--- config.mk ---
export PLATFORM = sky130hd
export DESIGN_NAME = spdma_rdq
export DESIGN_NICKNAME = d
export VERILOG_FILES = /design/src/rtl/spdma_rdq.sv
export SDC_FILE = /design/constraint.sdc
export NUM_CORES = 1
export LEC_CHECK = 0
export BUFFER_PORTS_ARGS = -buffer_cell sky130_fd_sc_hd__clkbuf_2
export CAP_MARGIN = 20
export CORE_UTILIZATION = 50
export DETAILED_ROUTE_END_ITERATION = 16
export PLACE_DENSITY = 0.69
export SETUP_SLACK_MARGIN = 0.2
export SLEW_MARGIN = 20
export SYNTH_ARGS = -nofsm -noshare
export SYNTH_HDL_FRONTEND = slang
export SYNTH_SLANG_ARGS = --single-unit
--- constraint.sdc ---
create_clock -name clk -period 5.55 [get_ports clk]
set_input_delay 0.555 -clock clk [delete_from_list [all_inputs] [get_ports clk]]
set_output_delay 0.555 -clock clk [all_outputs]
set_load 0.02 [all_outputs]
--- src/rtl/spdma_rdq.sv ---
// Read-return queue on the RSP DMA drain path: a small circular buffer between
// the DMEM/IMEM read side and the RDRAM write side, with all outputs registered.
module spdma_rdq #(
    parameter int WIDTH = 64,
    parameter int DEPTH = 4,
    parameter int CW    = 3
) (
    input  logic             clk,
    input  logic             reset,
    input  logic             flush,
    input  logic             in_valid,
    input  logic [WIDTH-1:0] in_data,
    output logic             in_ready,
    output logic             out_valid,
    output logic [WIDTH-1:0] out_data,
    input  logic             out_ready,
    output logic [CW-1:0]    count
);

    localparam int AW = (DEPTH > 1) ? $clog2(DEPTH) : 1;

    logic [WIDTH-1:0] mem_r [DEPTH];
    logic [AW-1:0]    wr_ptr_r;
    logic [AW-1:0]    rd_ptr_r;
    logic [CW-1:0]    count_r;
    logic             in_ready_r;
    logic             out_valid_r;
    logic [WIDTH-1:0] out_data_r;

    logic             push_s;
    logic             pop_s;
    logic             clear_s;
    logic [AW-1:0]    wr_ptr_next_s;
    logic [AW-1:0]    rd_ptr_next_s;
    logic [CW-1:0]    count_next_s;
    logic [WIDTH-1:0] head_next_s;

    // Handshakes are qualified only by registered state, so neither ready feeds the other port.
    assign push_s  = in_valid & in_ready_r;
    assign pop_s   = out_valid_r & out_ready;
    assign clear_s = reset | flush;

    // Next pointer/count values and the word that will sit at the head after this edge.
    always_comb begin
        wr_ptr_next_s = wr_ptr_r;
        rd_ptr_next_s = rd_ptr_r;
        count_next_s  = count_r;
        head_next_s   = {WIDTH{1'b0}};

        if (push_s) begin
            wr_ptr_next_s = wr_ptr_r + AW'(1);
        end else begin
            wr_ptr_next_s = wr_ptr_r;
        end

        if (pop_s) begin
            rd_ptr_next_s = rd_ptr_r + AW'(1);
        end else begin
            rd_ptr_next_s = rd_ptr_r;
        end

        case ({push_s, pop_s})
            2'b10:   count_next_s = count_r + CW'(1);
            2'b01:   count_next_s = count_r - CW'(1);
            default: count_next_s = count_r;
        endcase

        // A word landing in the slot the read pointer will address becomes the new head.
        if (count_next_s == {CW{1'b0}}) begin
            head_next_s = {WIDTH{1'b0}};
        end else if (push_s && (wr_ptr_r == rd_ptr_next_s)) begin
            head_next_s = in_data;
        end else begin
            head_next_s = mem_r[rd_ptr_next_s];
        end
    end

    // Storage write; contents are don't-care after a clear, so no reset is applied here.
    always_ff @(posedge clk) begin
        if (push_s && !clear_s) begin
            mem_r[wr_ptr_r] <= in_data;
        end
    end

    // Pointer, count and registered output state.
    always_ff @(posedge clk) begin
        if (clear_s) begin
            wr_ptr_r    <= {AW{1'b0}};
            rd_ptr_r    <= {AW{1'b0}};
            count_r     <= {CW{1'b0}};
            in_ready_r  <= 1'b1;
            out_valid_r <= 1'b0;
            out_data_r  <= {WIDTH{1'b0}};
        end else begin
            wr_ptr_r    <= wr_ptr_next_s;
            rd_ptr_r    <= rd_ptr_next_s;
            count_r     <= count_next_s;
            in_ready_r  <= (count_next_s != CW'(DEPTH));
            out_valid_r <= (count_next_s != {CW{1'b0}});
            out_data_r  <= head_next_s;
        end
    end

    assign in_ready  = in_ready_r;
    assign out_valid = out_valid_r;
    assign out_data  = out_data_r;
    assign count     = count_r;

endmodule

# After elaboration in Yosys (flattened, before gate mapping)
# Memories as Yosys holds them, arrays and structs flattened. A register that Yosys moved wholly into a read port is not among the register bits.
# Cells that the tools add are included.
[totals]
wordCells = 25
memories = 1
ff_bits = 9
ramBits = 256
[memory_table]
columns = ["memory", "depth", "word_bits", "read_ports", "rd_ports_with_merged_regs", "wr", "line", "source"]
rows = [
  ["mem_r", 4, 64, 1, 1, 1, "22", "logic [WIDTH-1:0] mem_r [DEPTH];"],
]
[op_classes]
reduce_logical = 5
n_bitwise = 3
n_mux = 4
add_sub_neg = 4
eq_ne = 3
[op_table]
columns = ["operator", "n"]
rows = [
  ["3-bit case mux with 2 select lines", 1],
  ["2-bit by 1-bit adder with 2-bit output (second input constant)", 2],
  ["3-bit by 1-bit adder with 3-bit output (second input constant)", 1],
  ["3-bit logical NOT", 1],
  ["3-bit != test (second input constant)", 1],
  ["3-bit nonzero test", 1],
  ["3-bit by 1-bit subtractor with 3-bit output (second input constant)", 1],
  ["1-bit AND", 2],
  ["2-bit by 1-bit == test with 1-bit output (second input constant)", 1],
  ["2-bit == test (second input constant)", 1],
  ["1-bit 2-to-1 mux", 2],
  ["2-bit 2-to-1 mux", 1],
  ["2-bit OR reduction", 1],
  ["1-bit logical AND", 1],
  ["1-bit logical NOT", 1],
  ["1-bit bitwise OR", 1],
]

# Depth between registers and ports, before layout
# Gate-level depths: netlist of the first run.
[logic_depth]
ltp_word = 5
depth_mapped = 12
depth_no_buf = 8

# Worst setup path before layout of the first run
# Ideal clock, no wire load.
[synth_path]
path_kind = "input port to flip-flop"
startpoint = "input out_ready"
endpoint = "register out_data_r[10], in the netlist out_data[10], read port of mem_r"
required_ps = 5471
slack_ps = 2693
cell_stages = 12
n_path_buf = 4
arrival_ps = 2778
setup_ps = 79
cell_sequence = "nand2_1 inv_2 buf_2 clkbuf_1 ha_1 fa_1 xnor2_1 or4_1 o211a_1 buf_6 buf_6 a211oi_2"
[synth_between]
elab_chain_cells = 5
elab_cells_between_ends = 7
[synth_rtl]
columns = ["element", "line", "source"]
rows = [
  ["start, declared", "16", "input logic out_ready,"],
  ["1-bit AND *", "40", "assign pop_s = out_valid_r & out_ready;"],
  ["2-bit by 1-bit == test with 1-bit output or 2-bit == test (tied branches)", "62", "case ({push_s, pop_s})"],
  ["3-bit case mux with 2 select lines", "62", ""],
  ["3-bit logical NOT", "69", "if (count_next_s == {CW{1'b0}}) begin"],
  ["2-bit OR reduction (no line)", "n/a", ""],
  ["end, declared", "28", "logic [WIDTH-1:0] out_data_r;"],
]
# Every way passes the cells marked *; elsewhere a longest branch is shown, timed or not.
# A chain may end at the register's enable or synchronous reset.

# Worst setup path after layout of the first run
[layout_path]
startpoint = "register rd_ptr_r[0]"
endpoint = "register out_data_r[47], in the netlist out_data[47], read port of mem_r"
[layout_between]
elab_chain_cells = 2
[layout_rtl]
columns = ["element", "line", "source"]
rows = [
  ["start, declared", "24", "logic [AW-1:0] rd_ptr_r;"],
  ["start signal, assigned", "89", "rd_ptr_r <= {AW{1'b0}};"],
  ["start signal, assigned", "96", "rd_ptr_r <= rd_ptr_next_s;"],
  ["2-bit by 1-bit adder with 2-bit output", "57", "rd_ptr_next_s = rd_ptr_r + AW'(1);"],
  ["2-bit 2-to-1 mux *", "56", "if (pop_s) begin"],
]
# Marks and branches as above.

==> flow_summary.toml, run 1 <==
[timing]
report.final.slew_viol_count = 0
finalHoldViolCount = 0
post-route-period-util_pct = 62.3
finalSetupViolations = 0
period_needed_ns = 3.46
tightest_slew_ns = 1.12
grt_setup_unrepaired = "false"
fin_hold_ws_ns = 0.282
max_clock_freq_ghz = 0.289
clock_skew_ns = 0.0103
finalSetupTns_ns = 0
relSlewSlack_pct = 25.2

[global_routing]
grt_pass1_vias = 9794
antenna_found_initial = 2
grt_max_degree = 120
track_usage_pct = 22.6
grt_pass1_wl_mm = 54.0
overflow = 0

[yosys]
avgSynthCellArea_um2 = 13.7
synth_commonest_cells = "256 x edfxtp_1, 141 x a211oi_1, 88 x clkbuf_1"
yosysTopAreaCell = "edfxtp_1"
synth_top_area_share_pct = 51.3
syn-num-nets = 1166
synthFlopType = "edfxtp_1"
synth-seq-cells = 329
synth_area_um2 = 15000
synth_area_leaders = "edfxtp_1 51%, dfxtp_1 9.8%, a211oi_1 7.1%"
syn_inst = 1091
yosysMostFrequentCell = "edfxtp_1"
synth_seq_area_share_pct = 61.0
synth_edf_count = 256
synth_cell_type_count = 41
ys_warn_count = 0
async_flop_share_pct = 0

[drt]
antenna_left = 0
firstDrtPassIters = 6
drtIter0Drc = 622
vias_per_cell = 6.49
vias = 10100
wire_per_inst_um = 22.4
wl_mm = 34.9
drc_errors = 0

[setup_path]
reg2reg_slack_ns = 2.09
cp_max_fo = 119
critPathArrivalTime_ns = 3.78
critPathKind = "reg2reg"
cp-start-kind = "register"
crit_required_ns = 5.87
end_kind = "register"

[power_and_ir_drop]
p_int_mw = 4.33
p_per_area_nw_per_um2 = 326
seqPwrFrac_pct = 49.2
p_leak_nw = 5.61
p_sw_mw = 1.21
power_frac_comb_pct = 6.9
clkPwrFrac_pct = 43.9
switching_share_pct = 21.8
ir_drop_mv = 0.226

[outcome]
status = "finished clean"

[cells_and_area]
drive_gt1_share_pct = 23.0
fin_util_pct = 57.4
areaGrowthSynthToFinish_pct = 13.2
final_cell_area_um2 = 17000
fin_nets = 1220
instances_no_fill = 1562

[clocking]
cts-root-buf = "clkbuf_16"
post_cts_buffers = 0
cts.clk_slew.worst_paths_ns = 0.06
ctsResizeCount = 0
cts_tree = "done"
clock-sinks = 329
clk-insertion-delay-late_ns = 0.50
cts_buffer_depth = 3
postCtsHoldBufs = 0
h-tree-depth = 2
numCtsBuffers = 36

[floorplan]
io_pins = 138
start_util_pct = 50.7
dieArea_um2 = 30700
fp.dieW_um = 175
core_um2 = 29600
dieHeight_um = 175
rows = 63

[place]
place_area_um2 = 15700
port-buffer-count = 137
hpwl_mm = 17.9
gp_congestion = 0.729
place_inst = 1497

[worst_hold_path]
min-delay-path-class = "in2reg"

[run]
maxCapViolations = 0
==> per-layer routing <==
metal  share of wire (%)  GRT usage, %  vias to the layer above
met5               0.029             0                        -
met4                 2.5          7.50                        2
met3                 5.1          3.33                       70
met2                  50          39.2                      327
met1                  42          28.8                     5098
li1                    -             -                     4633
==> worst max-delay path, stage by stage, from the launching register on <==
cell and delay, ns:
dfxtp_4 1.08, nand4b_1 0.23, o21a_4 0.78, a21o_4 0.96, a311oi_1 0.18
==> path summary, 6_finish.rpt <==
check | startpoint | endpoint | depth (start not counted)
worst min-delay path | in_data[17] | mem_r[3][17]$_DFFE_PP_ | 1
worst max-delay path | rd_ptr_r[0]$_SDFF_PP0_ | out_data[47]$_SDFF_PP0_ | 4
worst max register to register | rd_ptr_r[0]$_SDFF_PP0_ | out_data[47]$_SDFF_PP0_ | 4
worst min register to register | in_ready$_SDFF_PP1_ | wr_ptr_r[1]$_SDFFE_PP0P_ | 2
==> power groups by stage <==
stage / registers (mW) / logic (mW) / clock network [mW]
2_1_floorplan: 2.80 / 0.222 / 0
3_3_place_gp: 2.78 / 0.372 / 0
3_5_place_dp: 2.78 / 0.380 / 0
4_1_cts: 2.73 / 0.382 / 2.46
5_1_grt: 2.73 / 0.407 / 2.56
6_report: 2.73 / 0.381 / 2.43
==> metrics by stage <==
stage / setup WS (ns) / power, mW
2_1_floorplan: 2.69 / 3.02
3_3_place_gp: 1.82 / 3.15
3_5_place_dp: 1.74 / 3.16
4_1_cts: 2.12 / 5.57
5_1_grt: 1.89 / 5.70
6_report: 2.09 / 5.54
==> cell type report <==
| class | count | area (um^2) |
|---|---|---|
| Sequential cell | 329 | 9160 |
| Inverter | 67 | 254 |
| Antenna cell | 1 | 2.50 |
| Clock inverter | 19 | 220 |
| Tap cell | 390 | 488 |
| Fill cell | 2388 | 12600 |
| Clock buffer | 45 | 997 |
| Multi-Input combinational cell | 560 | 5040 |
| Timing Repair Buffer | 151 | 805 |
==> cells by family (layout without fill, tap and decap cells) <==
| logic type | after synthesis | after routing | synth area share, % |
|---|---|---|---|
| and+or+nand+nor | 93 | 93 | 4.83 |
| muxes | 65 | 65 | 4.34 |
| DFF | 329 | 329 | 61.0 |
| buffers and inverters | 202 | 282 | 5.65 |
| AOI/OAI and AO/OA | 391 | 391 | 23.3 |
| other | 0 | 1 | 0 |
| xor gates and xnor gates | 5 | 5 | 0.292 |
| adders and majority gates | 6 | 6 | 0.551 |
==> registers in the layout, summed over array words and instances, names as in the netlist <==
name,cells
in_ready,1
out_valid,1
mem_r,256
rd_ptr_r,2
count,3
out_data,64
wr_ptr_r,2
==> cells in the final DEF, fill, tap and decap left out, drive strengths merged, types with 2 or more instances in the layout <==
cell and n:
clkbuf 181, clkinv 13, and3 3, mux2i 65
o21ai 2, buf 15, edfxtp 256, ha 5
inv 67, o311ai 63, nand2b 2, a22o 63
dfxtp 73, nand2 7, a211oi 190, nor2 5
o211ai 2, xnor2 4, nand4b 65, bufinv 5
and2 5, a311o 63
Power figures use the tool's default switching activity.
==> inputs of run 2 (changes only) <==
- PLACE_DENSITY: 0.69 -> 0.72
- clock period: 5.55 -> 3.1 ns (I/O delays scaled with it)
==> run 2 against run 1 <==
  * Worst setup slack lost 1.7 ns
  * Largest power group unchanged
  * Critical path depth rose by 5
  * Register-to-register slack lost 1.7 ns
  * Highest routed layer unchanged
  * Final area up 0.90%
  * Clock skew up 0.0052 ns
==> flow_summary.toml, run 2 (synthesis results as in run 1) <==
[global_routing]
grt_pass1_vias = 10100
grt_pass1_wl_mm = 56.7
antenna_found_initial = 4
track_usage_pct = 23.6
overflow = 0
grt_max_degree = 168

[timing]
finalSetupTns_ns = 0
relSlewSlack_pct = 24.8
finalSetupViolations = 0
max_clock_freq_ghz = 0.374
clock_skew_ns = 0.0156
period_needed_ns = 2.67
tightest_slew_ns = 1.13
post-route-period-util_pct = 86.2
finalHoldViolCount = 0
report.final.slew_viol_count = 0
fin_hold_ws_ns = 0.0319
grt_setup_unrepaired = "false"

[power_and_ir_drop]
p_leak_nw = 5.68
p_per_area_nw_per_um2 = 574
ir_drop_mv = 0.453

[drt]
firstDrtPassIters = 5
wire_per_inst_um = 23.5
vias = 10400
drtIter0Drc = 882
drc_errors = 0
wl_mm = 37.0
vias_per_cell = 6.58
antenna_left = 0

[floorplan]
dieHeight_um = 175
rows = 63
dieArea_um2 = 30700
io_pins = 138
core_um2 = 29600
start_util_pct = 50.7
fp.dieW_um = 175

[cells_and_area]
instances_no_fill = 1574
largest_reg_flops = 256
areaGrowthSynthToFinish_pct = 14.2
final_common_cell = "edfxtp_1"
fin_nets = 1232
nFillCells = 2283
layout_common_cells = "256 x edfxtp_1, 141 x a211oi_1, 136 x clkbuf_2"
drive_gt1_share_pct = 23.8
fin_util_pct = 57.9
regMostFlops = "mem_r"
final_cell_area_um2 = 17100

[place]
hpwl_mm = 19.9
gp_congestion = 0.749
port-buffer-count = 137
place_area_um2 = 15900
place_inst = 1509

[setup_path]
cp_max_fo = 24
critPathArrivalTime_ns = 3.09
critPathKind = "reg2reg"
end_kind = "register"
cp-start-kind = "register"
crit_required_ns = 3.52

[outcome]
status = "finished clean"

[clocking]
post_cts_buffers = 0
numCtsBuffers = 36
h-tree-depth = 2
clock-sinks = 329
postCtsHoldBufs = 0
cts_tree = "done"
cts.clk_slew.worst_paths_ns = 0.06
ctsResizeCount = 0
clk-insertion-delay-late_ns = 0.52
cts_buffer_depth = 3
cts-root-buf = "clkbuf_16"

[worst_hold_path]
min-delay-path-class = "in2reg"

[run]
maxCapViolations = 0
-- run 2: changes by cell type in the layout (fill, tap and decap cells not counted) --
| cell | change |
|---|---|
| clkinv_4 | -1 |
| bufinv_16 | -3 |
| clkinv_2 | +2 |
| clkbuf_16 | +2 |
| buf_12 | +9 |
| buf_6 | -3 |
| clkinv_1 | -2 |
| clkbuf_1 | +2 |
| buf_4 | +6 |
-- run 2: report_power, final --
group | internal (mW) | switching (mW) | total, mW
clock network | 2.55 | 1.68 | 4.23
registers | 4.83 | 0.0385 | 4.87
logic | 0.238 | 0.488 | 0.726
-- run 2: area by class of cell --
cell class	count	area (um^2)	area share [%]
Antenna cell	1	2.50	0.0146
Clock buffer	49	1050	6.16
Clock inverter	15	124	0.723
Inverter	67	254	1.48
Multi-Input combinational cell	560	5040	29.5
Sequential cell	329	9160	53.5
Tap cell	390	488	2.85
Timing Repair Buffer	163	996	5.82
-- run 2: metal layers --
layer	GRT usage (%)	vias to the layer above	share of wire, %
met3	4.03	70	6.6
li1	-	4641	-
met1	31.7	5240	42
met5	0	-	0.10
met2	38.8	396	48
met4	8.41	6	2.4
-- run 2: worst max-delay path, cell delays in order (launching register included) --
cell	delay [ns]
dfxtp_4	0.35
nand2_1	0.20
inv_4	0.07
ha_1	0.23
fa_1	0.39
xnor2_1	0.15
or4_1	0.45
o211a_4	0.28
buf_12	0.24
a211oi_1	0.19
-- run 2: worst paths after layout --
check	to	startpoint	depth (start not counted)	slack [ns]
hold reg to reg	wr_ptr_r[1]$_SDFFE_PP0P_	in_ready$_SDFF_PP1_	2	0.51
setup / recovery	out_data[59]$_SDFF_PP0_	out_valid$_SDFF_PP0_	9	0.43
setup reg to reg	out_data[59]$_SDFF_PP0_	out_valid$_SDFF_PP0_	9	0.43
hold / removal	mem_r[2][17]$_DFFE_PP_	in_data[17]	1	0.03
-- run 2: per-stage QoR --
stage,setup WS (ns),total power [mW]
after floorplan,0.367,5.41
after global placement,0.404,5.66
after detailed placement,0.346,5.68
after CTS,0.433,9.86
after global routing,0.308,10.1
final,0.427,9.82
